<file path="src/rtl/tcm_dec_symb_metric.sv">
// Symbol metric front end of the 4D-8PSK TCM decoder: frames four I/Q samples into a 4D symbol
// and produces the 4x8 8PSK correlation metrics through a three-stage pipeline.
module tcm_dec_symb_metric #(
  parameter int unsigned pDAT_W = 8
) (
  input  logic                       iclk,
  input  logic                       ireset,
  input  logic                       iclkena,
  input  logic                       ival,
  input  logic                       isop,
  input  logic signed [pDAT_W-1:0]   idat_re,
  input  logic signed [pDAT_W-1:0]   idat_im,
  output logic                       oval,
  output logic [32*pDAT_W-1:0]       osymb_m,
  output logic                       oerr
);

  localparam int unsigned SW = pDAT_W + 1;
  localparam int unsigned CW = pDAT_W + 2;
  localparam int unsigned PW = SW + 9;

  typedef enum logic {StHunt, StCollect} state_e;

  state_e      state_q, state_d;
  logic [1:0]  pos_q, pos_d;
  logic        accept, drop_err;
  logic [1:0]  acc_pos;

  // Scaling by 181/256 approximates cos(45 deg); the slice is an arithmetic shift right by 8.
  function automatic logic signed [CW-1:0] diag(input logic signed [SW-1:0] x);
    logic signed [PW-1:0] p;
    p = {{9{x[SW-1]}}, x} * PW'(181);
    return p[CW+7:8];
  endfunction

  // Framing FSM: state register
  always_ff @(posedge iclk or posedge ireset) begin
    if (ireset) begin
      state_q <= StHunt;
      pos_q   <= 2'd0;
    end else if (iclkena) begin
      state_q <= state_d;
      pos_q   <= pos_d;
    end
  end

  // Framing FSM: next state
  always_comb begin
    state_d = state_q;
    pos_d   = pos_q;
    if (ival) begin
      unique case (state_q)
        StHunt: begin
          if (isop) begin
            state_d = StCollect;
            pos_d   = 2'd1;
          end
        end
        StCollect: begin
          if (isop) begin
            pos_d = 2'd1;
          end else if (pos_q == 2'd3) begin
            state_d = StHunt;
            pos_d   = 2'd0;
          end else begin
            pos_d = 2'(pos_q + 2'd1);
          end
        end
      endcase
    end
  end

  // Framing FSM: outputs
  always_comb begin
    accept   = 1'b0;
    drop_err = 1'b0;
    acc_pos  = pos_q;
    if (ival) begin
      unique case (state_q)
        StHunt: begin
          accept   = isop;
          drop_err = ~isop;
          acc_pos  = 2'd0;
        end
        StCollect: begin
          accept   = 1'b1;
          drop_err = isop;
          acc_pos  = isop ? 2'd0 : pos_q;
        end
      endcase
    end
  end

  // Stage 1: register sample, position and sum/difference
  logic                     s1_val_q;
  logic [1:0]               s1_pos_q;
  logic signed [pDAT_W-1:0] s1_re_q, s1_im_q;
  logic signed [SW-1:0]     s1_s_q, s1_d_q;
  logic signed [SW-1:0]     re_x, im_x;
  logic                     oerr_q;

  assign re_x = {idat_re[pDAT_W-1], idat_re};
  assign im_x = {idat_im[pDAT_W-1], idat_im};

  always_ff @(posedge iclk or posedge ireset) begin
    if (ireset) begin
      s1_val_q <= 1'b0;
      s1_pos_q <= 2'd0;
      s1_re_q  <= '0;
      s1_im_q  <= '0;
      s1_s_q   <= '0;
      s1_d_q   <= '0;
      oerr_q   <= 1'b0;
    end else if (iclkena) begin
      s1_val_q <= accept;
      oerr_q   <= drop_err;
      if (accept) begin
        s1_pos_q <= acc_pos;
        s1_re_q  <= idat_re;
        s1_im_q  <= idat_im;
        s1_s_q   <= re_x + im_x;
        s1_d_q   <= re_x - im_x;
      end
    end
  end

  // Stage 2: correlations against the eight constellation points
  logic signed [CW-1:0] corr_d [8];
  logic signed [CW-1:0] corr_q [8];
  logic                 s2_val_q;
  logic [1:0]           s2_pos_q;
  logic signed [CW-1:0] re_c, im_c, diag_s;

  always_comb begin
    re_c   = {{2{s1_re_q[pDAT_W-1]}}, s1_re_q};
    im_c   = {{2{s1_im_q[pDAT_W-1]}}, s1_im_q};
    diag_s = diag(s1_s_q);
    corr_d[0] = re_c;
    corr_d[1] = diag_s;
    corr_d[2] = im_c;
    // Scale the negated difference so point 3 rounds toward -inf like point 7's mirror image.
    corr_d[3] = diag(-s1_d_q);
    corr_d[4] = -re_c;
    corr_d[5] = -diag_s;
    corr_d[6] = -im_c;
    corr_d[7] = diag(s1_d_q);
  end

  always_ff @(posedge iclk or posedge ireset) begin
    if (ireset) begin
      s2_val_q <= 1'b0;
      s2_pos_q <= 2'd0;
      for (int k = 0; k < 8; k++) corr_q[k] <= '0;
    end else if (iclkena) begin
      s2_val_q <= s1_val_q;
      if (s1_val_q) begin
        s2_pos_q <= s1_pos_q;
        for (int k = 0; k < 8; k++) corr_q[k] <= corr_d[k];
      end
    end
  end

  // Stage 3: offset-binary metrics written into the frame slot
  logic signed [CW-1:0] half [8];
  logic [pDAT_W-1:0]    met  [8];
  logic                 oval_q;
  logic [32*pDAT_W-1:0] symb_q;

  always_comb begin
    for (int k = 0; k < 8; k++) begin
      half[k] = corr_q[k] >>> 1;
      met[k]  = half[k][pDAT_W-1:0] + {1'b1, {(pDAT_W-1){1'b0}}};
    end
  end

  always_ff @(posedge iclk or posedge ireset) begin
    if (ireset) begin
      oval_q <= 1'b0;
      symb_q <= '0;
    end else if (iclkena) begin
      oval_q <= s2_val_q && (s2_pos_q == 2'd3);
      if (s2_val_q) begin
        for (int k = 0; k < 8; k++) begin
          symb_q[(int'(s2_pos_q) * 8 + k) * pDAT_W +: pDAT_W] <= met[k];
        end
      end
    end
  end

  assign oval    = oval_q;
  assign oerr    = oerr_q;
  assign osymb_m = symb_q;

endmodule

</file>
<file path="config.mk">
export PLATFORM = sky130hd
export DESIGN_NAME = tcm_dec_symb_metric
export DESIGN_NICKNAME = d
export VERILOG_FILES = /design/src/rtl/tcm_dec_symb_metric.sv
export SDC_FILE = /design/constraint.sdc
export NUM_CORES = 1
export LEC_CHECK = 0
export ABC_AREA = 1
export CORE_AREA = 2 2 178 215
export CTS_BUF_LIST = sky130_fd_sc_hd__clkbuf_16
export DETAILED_ROUTE_END_ITERATION = 7
export DIE_AREA = 0 0 180 217
export PLACE_DENSITY_LB_ADDON = 0.3
export SLEW_MARGIN = 5
export SYNTH_ARGS = -nofsm -noshare
export SYNTH_HDL_FRONTEND = slang
export SYNTH_SLANG_ARGS = --single-unit
</file>
<file path="constraint.sdc">
create_clock -name iclk -period 14.84 [get_ports iclk]
set_clock_uncertainty 0.2 [all_clocks]
set_input_delay 2.968 -clock iclk [delete_from_list [all_inputs] [get_ports iclk]]
set_output_delay 2.968 -clock iclk [all_outputs]
set_load 0.05 [all_outputs]
</file>
==> metrics <==
run status=finished, final reports clean; CP Cell Sequence=clkdlybuf4s50_1 > inv_8 > buf_4 > buf_4; Final Hold Viols=0; TritonRoute pass-1 iters=6; initial antenna violation count=1; Mapped Cells=2223; Final Routed Wirelength=57700 um; worst reg2reg path depth=23; vias=17200; Post-synth EDFFs=0; CTS tree=built; initial DRC count=1562; Slew @ Worst Pin=1.24 ns; Final nets=2655; vias in the first global route=17000; CP max FO=130; # IOs=279; synthesized net count=2451; CP Launch Point=ireset; core area=0.0372 mm^2; predominant post-synthesis flop cell=dfrtp_1; FP Rows=78; post-DP HPWL=40900 um; first-pass GRT wire length=92000 um; #FFs+latches synth=362; startpoint types=input pin; crit path DAT=6.09 ns; fin. max-slew vios=0; register-to-register path setup slack=9.55 ns; Resized cells post-CTS=0; GRT Residual Overflow=0; DRC=0; fin util=0.654; worst reg2reg endpoint=corr_q[44]$_DFFE_PP0P_; Slowest Stage Delay on Critical Path=0.91 ns; Layout area overhead=20.9%; yosys warns=0; fin crit share=0.397; endpoints failing setup=0; IO Port Bufs=278; Worst path top cell family by delay=buffers and inverters; Critical R2R Launch=s1_d_q[1]$_DFFE_PP0P_; Max-cap violations=0; post-synthesis sequential area ratio=0.450; Avg Cell Area, Syn=9.05 um^2; Critical Path Slowest Stage Cell=buf_4; Clk Latency, worst-skew pair=0.53 ns; setup TNS=0 ns; largest net degree at the start of global routing=131; chip height=217 um; H-tree levels=2; cell mode on critical path=buf_4; WHS Path Cells=2; remaining antenna violation count after routing=0; most frequent cells in the layout=464 x nand2_1, 360 x dfrtp_1, 323 x inv_1; WP depth=4; global placer's final weighted congestion=0.941; HP Class=reg -> reg; commonest non-fill, non-tap cell in the layout=nand2_1; Post-Syn Area=0.0201 mm^2; fraction of registers with async set/reset=1.00; Max transition margin=0.175; die width=180 um; Critical Path End Type=async pin; Clock transition at path regs=0.06 ns; Worst EP required=15.03 ns; ant diodes=0; WP buf/inv=4; Cell variety after synth=44; end point of the critical path=s2_pos_q[0]$_DFFE_PP0P_; Initial Util=0.541; unrepaired setup endpoints after global routing=no; postcts setup bufs=0; Root Driver=clkbuf_16; Max clock buf depth=3; die area=0.0391 mm^2; hold_buf cts=0; routed len/inst=19.7 um; Worst Setup Path Type=in -> async; CTS sink count=362; Final Critical Period=5.90 ns; FMAX=0.170 GHz; vias per cell=5.87; layout cells sized above 1=0.0473; Inserted Clock Buffers=37; Total GRT Usage=0.294
## synth_stat cells (2+ instances only)
| cell type | count | area (um^2) |
|---|---|---|
| nand2_1 | 467 | 1750 |
| dfrtp_1 | 362 | 9060 |
| inv_1 | 322 | 1210 |
| o21ai_0 | 195 | 976 |
| o41ai_1 | 156 | 1370 |
| ha_1 | 145 | 1810 |
| nor2_1 | 91 | 342 |
| clkbuf_1 | 86 | 323 |
| nand3_1 | 84 | 420 |
| fa_1 | 62 | 1240 |
| nand4_1 | 61 | 382 |
| buf_2 | 35 | 175 |
| a21oi_1 | 34 | 170 |
| nand2_2 | 14 | 87.6 |
| nor3_1 | 14 | 70.1 |
| xor2_1 | 14 | 123 |
| o31ai_1 | 9 | 67.6 |
| buf_1 | 8 | 30.0 |
| o22ai_1 | 8 | 50.1 |
| o221ai_1 | 6 | 52.6 |
| a31oi_1 | 5 | 31.3 |
| o21a_1 | 4 | 30.0 |
| or2_2 | 4 | 25.0 |
| mux2_2 | 3 | 33.8 |
| nand3b_1 | 3 | 22.5 |
| nor2_4 | 3 | 33.8 |
| a211oi_1 | 2 | 15.0 |
| a21boi_0 | 2 | 15.0 |
| inv_2 | 2 | 7.51 |
| nand2_4 | 2 | 22.5 |
| nand3_2 | 2 | 20.0 |
| o211ai_1 | 2 | 15.0 |
| o21ai_1 | 2 | 10.0 |
| o21bai_1 | 2 | 15.0 |
| xnor2_1 | 2 | 17.5 |
| xnor2_2 | 2 | 32.5 |
## flip-flops by register name, summed over array words and instances, names as in the netlist
signal,cells
s2_val_q,1
s1_s_q,9
s1_pos_q,2
s1_im_q,8
corr_q,62
s1_d_q,8
osymb_m,256
s1_val_q,1
s2_pos_q,2
pos_q,2
oval,1
s1_re_q,8
oerr,1
state_q,1
## through the flow
step	area, um^2	setup slack [ns]	instances	hold WS (ns)
after floorplan	20100	1.62	2223	0.248
after global placement	23100	8.30	2868	0.261
after detailed placement	23100	8.23	2868	0.266
after CTS	24300	8.79	2933	0.282
after global routing	24300	8.46	2933	0.299
final	24300	8.94	2933	0.278
## area by class of cell
| cell class | instances | area (um^2) |
|---|---|---|
| Multi-Input combinational cell | 1406 | 9330 |
| Timing Repair Buffer | 295 | 2910 |
| Tap cell | 480 | 601 |
| Fill cell | 2971 | 12900 |
| Sequential cell | 362 | 9060 |
| Clock inverter | 26 | 205 |
| Clock buffer | 39 | 976 |
| Inverter | 325 | 1230 |
## cell families (layout without fill, tap and decap cells)
logic type | after synthesis | in the layout | synth area share
AND/OR/NAND/NOR | 747 | 747 | 0.159
buffers and inverters | 455 | 685 | 0.0874
AO/OA/AOI/OAI | 431 | 431 | 0.141
flip-flops | 362 | 362 | 0.450
adder cells (fa/ha/maj) | 207 | 207 | 0.152
XOR/XNOR | 18 | 18 | 0.00858
multiplexers | 3 | 3 | 0.00168
## how the worst min path moves through the flow
stage	startpoint	to	slack, ns
2_1_floorplan	s1_pos_q[0]$_DFFE_PP0P_	s2_pos_q[0]$_DFFE_PP0P_	0.25
3_3_place_gp	osymb_m[35]$_DFFE_PP0P_	osymb_m[35]$_DFFE_PP0P_	0.26
3_5_place_dp	osymb_m[142]$_DFFE_PP0P_	osymb_m[142]$_DFFE_PP0P_	0.27
4_1_cts	osymb_m[142]$_DFFE_PP0P_	osymb_m[142]$_DFFE_PP0P_	0.28
5_1_grt	osymb_m[226]$_DFFE_PP0P_	osymb_m[226]$_DFFE_PP0P_	0.30
6_report	osymb_m[168]$_DFFE_PP0P_	osymb_m[168]$_DFFE_PP0P_	0.28
## metal layers
| metal | part of all wire | vias up | track usage |
|---|---|---|---|
| li1 | - | 7889 | - |
| met1 | 0.40 | 8443 | 0.380 |
| met2 | 0.48 | 740 | 0.487 |
| met3 | 0.073 | 159 | 0.0500 |
| met4 | 0.048 | 0 | 0.133 |
| met5 | 0 | - | 0 |
## worst min-delay path, delay by kind of cell (launching register included)
family / cells / cell delay [ns]
AO/OA/AOI/OAI: 1 / 0.05
AND/OR/NAND/NOR: 1 / 0.05
flip-flops: 1 / 0.34
Power is left out: the tool's default activity adds up to more than one toggle a clock period on the data nets, which glitch-free logic cannot reach.
==> edit, RTL diff (same flow settings) <==
Make the reset (`ireset`) synchronous in 4 clocked blocks.
--- a/src/rtl/tcm_dec_symb_metric.sv
+++ b/src/rtl/tcm_dec_symb_metric.sv
@@ -34,7 +34,7 @@
   endfunction
 
   // Framing FSM: state register
-  always_ff @(posedge iclk or posedge ireset) begin
+  always_ff @(posedge iclk) begin
     if (ireset) begin
       state_q <= StHunt;
       pos_q   <= 2'd0;
@@ -102,7 +102,7 @@
   assign re_x = {idat_re[pDAT_W-1], idat_re};
   assign im_x = {idat_im[pDAT_W-1], idat_im};
 
-  always_ff @(posedge iclk or posedge ireset) begin
+  always_ff @(posedge iclk) begin
     if (ireset) begin
       s1_val_q <= 1'b0;
       s1_pos_q <= 2'd0;
@@ -146,7 +146,7 @@
     corr_d[7] = diag(s1_d_q);
   end
 
-  always_ff @(posedge iclk or posedge ireset) begin
+  always_ff @(posedge iclk) begin
     if (ireset) begin
       s2_val_q <= 1'b0;
       s2_pos_q <= 2'd0;
@@ -173,7 +173,7 @@
     end
   end
 
-  always_ff @(posedge iclk or posedge ireset) begin
+  always_ff @(posedge iclk) begin
     if (ireset) begin
       oval_q <= 1'b0;
       symb_q <= '0;
Function: not settled (the Yosys comparison gave no result); the edit may change what the design does.
==> edit against the original RTL <==
- sequential share of layout area is 3.4 points lower
- setup slack worse by 0.31 ns
- via count is 0.20% higher
- area after synthesis is 4.7% lower
- cell area is 4.3% lower
- register-to-register slack worse by 0.24 ns
- core utilization is 2.8 points lower
- sequential cell count stayed put
- global-route usage is 1.9 points lower
- first-iteration DRC count is 19% higher
- routed wire length is 3.7% lower
- highest routed layer unchanged
==> edit: results (changes against the original RTL) <==
stage;metric;value;unit;change
layout;clock-cell share of area;4.98;%;+0.13 points
cts;CTS tree;yes;;
layout;clkbuf count;38;;-2.6%
layout;flip-flop count of the largest register after layout;256;;unchanged
layout;Inverters excl. clock;280;;-14%
timing;Worst-Margin Slew;1.24;ns;-0.00259 ns
cts;clock-pin transition on the worst setup and hold timing paths;0.06;ns;about the same
layout;Seq/total area;33.8;%;-3.4 points
routing;via/cell ratio;5.73;;-2.4%
placed_design;Placed Cells;2945;;+2.7%
placed_design;Port Buffers;278;;unchanged
placed_design;Final GP Congestion;0.896;;-4.8%
worst_setup_path;CP Max Fanout;38;;-71%
synthesis;sequential area share after synthesis;41.0;%;-4.0 points
hold_path;Hold Path Stages;1;;-1
layout;Final nets;2734;;+3.0%
routing;DR iter-0 viols;1851;;+19%
synthesis;synth top area cells;dfxtp_1, edfxtp_1, ha_1;;
synthesis;register bit total from synthesis;362;;unchanged
cts;Worst-Skew Late Latency;0.53;ns;about the same
placed_design;dpl hpwl;39.3;mm;-3.9%
synthesis;EDFF count, synth;62;;+62
grt;first-pass GRT wire length;86.7;mm;-5.7%
layout;Non-clk bufs;293;;-0.68%
layout;buffering overhead;12.5;%;+0.49 points
worst_setup_path;cells on worst reg2reg path;19;;-17%
layout;layout cells sized above 1;4.54;%;-0.19 points
grt;largest net degree at the start of global routing;106;;-19%
grt;initial antenna violation count;0;;-1
worst_setup_path;Critical Path AT;6.38;ns;+0.29 ns
worst_setup_path;Worst path slowest cell;clkinv_1;;
grt;via count of the first global-routing pass;16000;;-5.7%
synthesis;Syn Nets;2552;;+4.1%
run_status;outcome;finished, final reports clean;;
routing;TritonRoute pass-1 iters;5;;-1
routing;wire length per cell;18.5;um;-6.2%
pwr;leakage power;9.36;nW;
grt;GRT Resource Usage Total;27.5;%;-1.9 points
synthesis;synth cell count leaders;nand2_1, a21oi_1, dfxtp_1, inv_1, nand4_1;;
layout;fillers;3217;;+8.3%
synthesis;synth warn;0;;unchanged
layout;multi-input combinational cell count;1530;;+8.8%
synthesis;number of distinct library cells after synthesis;47;;+6.8%
cts;CTS resizes;0;;unchanged
synthesis;share of flip-flops with an asynchronous set or reset;0;%;-100 points
synthesis;Synth Instances;2322;;+4.5%
placed_design;pre-CTS setup slack;8.15;ns;-0.0793 ns
cts;clock buffer depth;3;;unchanged
routing;Routed WL;55.6;mm;-3.7%
layout;fraction of area in multi-input gates;41.6;%;+3.3 points
cts;H-tree levels;2;;unchanged
worst_setup_path;crit-path max cell delay;1.11;ns;+0.20 ns
[edit: cell families (layout without fill, tap and decap cells)]
group	after synthesis	count (layout)	synth area share, %
AOI/OAI and AO/OA	448	448	12.5
xor gates and xnor gates	27	27	1.27
buffers and inverters	430	639	8.55
and+or+nand+nor	846	846	20.6
DFF	362	362	41.0
adders and majority gates	209	209	16.0
[edit: through the flow]
step / hold WS [ns] / power, mW / area, sq um / util (%)
after detailed placement: 0.254 / 1.95 / 22100 / 59.5
after global placement: 0.251 / 1.93 / 22100 / 59.5
final: 0.264 / 2.84 / 23300 / 62.6
after CTS: 0.264 / 2.85 / 23300 / 62.6
after floorplan: 0.227 / 1.75 / 19200 / -
after global routing: 0.275 / 3.03 / 23300 / 62.6
[edit: layer usage]
metal / vias to the layer above / part of all wire (%) / track usage (%)
li1: 8189 / - / -
met4: 0 / 4.1 / 11.5
met1: 8176 / 42 / 36.2
met2: 774 / 47 / 45.7
met5: - / 0 / 0
met3: 126 / 7.2 / 3.56
[edit: final timing paths]
| path | from | endpoint | slack, ns |
|---|---|---|---|
| min reg2reg | osymb_m[251] | osymb_m[251] | 0.26 |
| max | isop | s1_re_q[3] | 8.64 |
| max reg2reg | s1_d_q[4] | corr_q[0][38] | 9.31 |
| min | osymb_m[251] | osymb_m[251] | 0.26 |
[edit: power by group]
| group | switching, mW | total (mW) | internal [mW] | leakage (nW) |
|---|---|---|---|---|
| sequential | 0.0311 | 1.05 | 1.02 | 3.06 |
| clock | 0.387 | 0.905 | 0.518 | 0.607 |
| combinational | 0.559 | 0.886 | 0.327 | 5.69 |
| total | 0.977 | 2.84 | 1.87 | 9.36 |
[edit: worst max-delay path: cells and delay by family]
family          cells  cell delay (ns)
buf+inv             3             1.70
fa+ha+maj           1             0.20
simple gates        1             0.94
compound gates      2             0.56
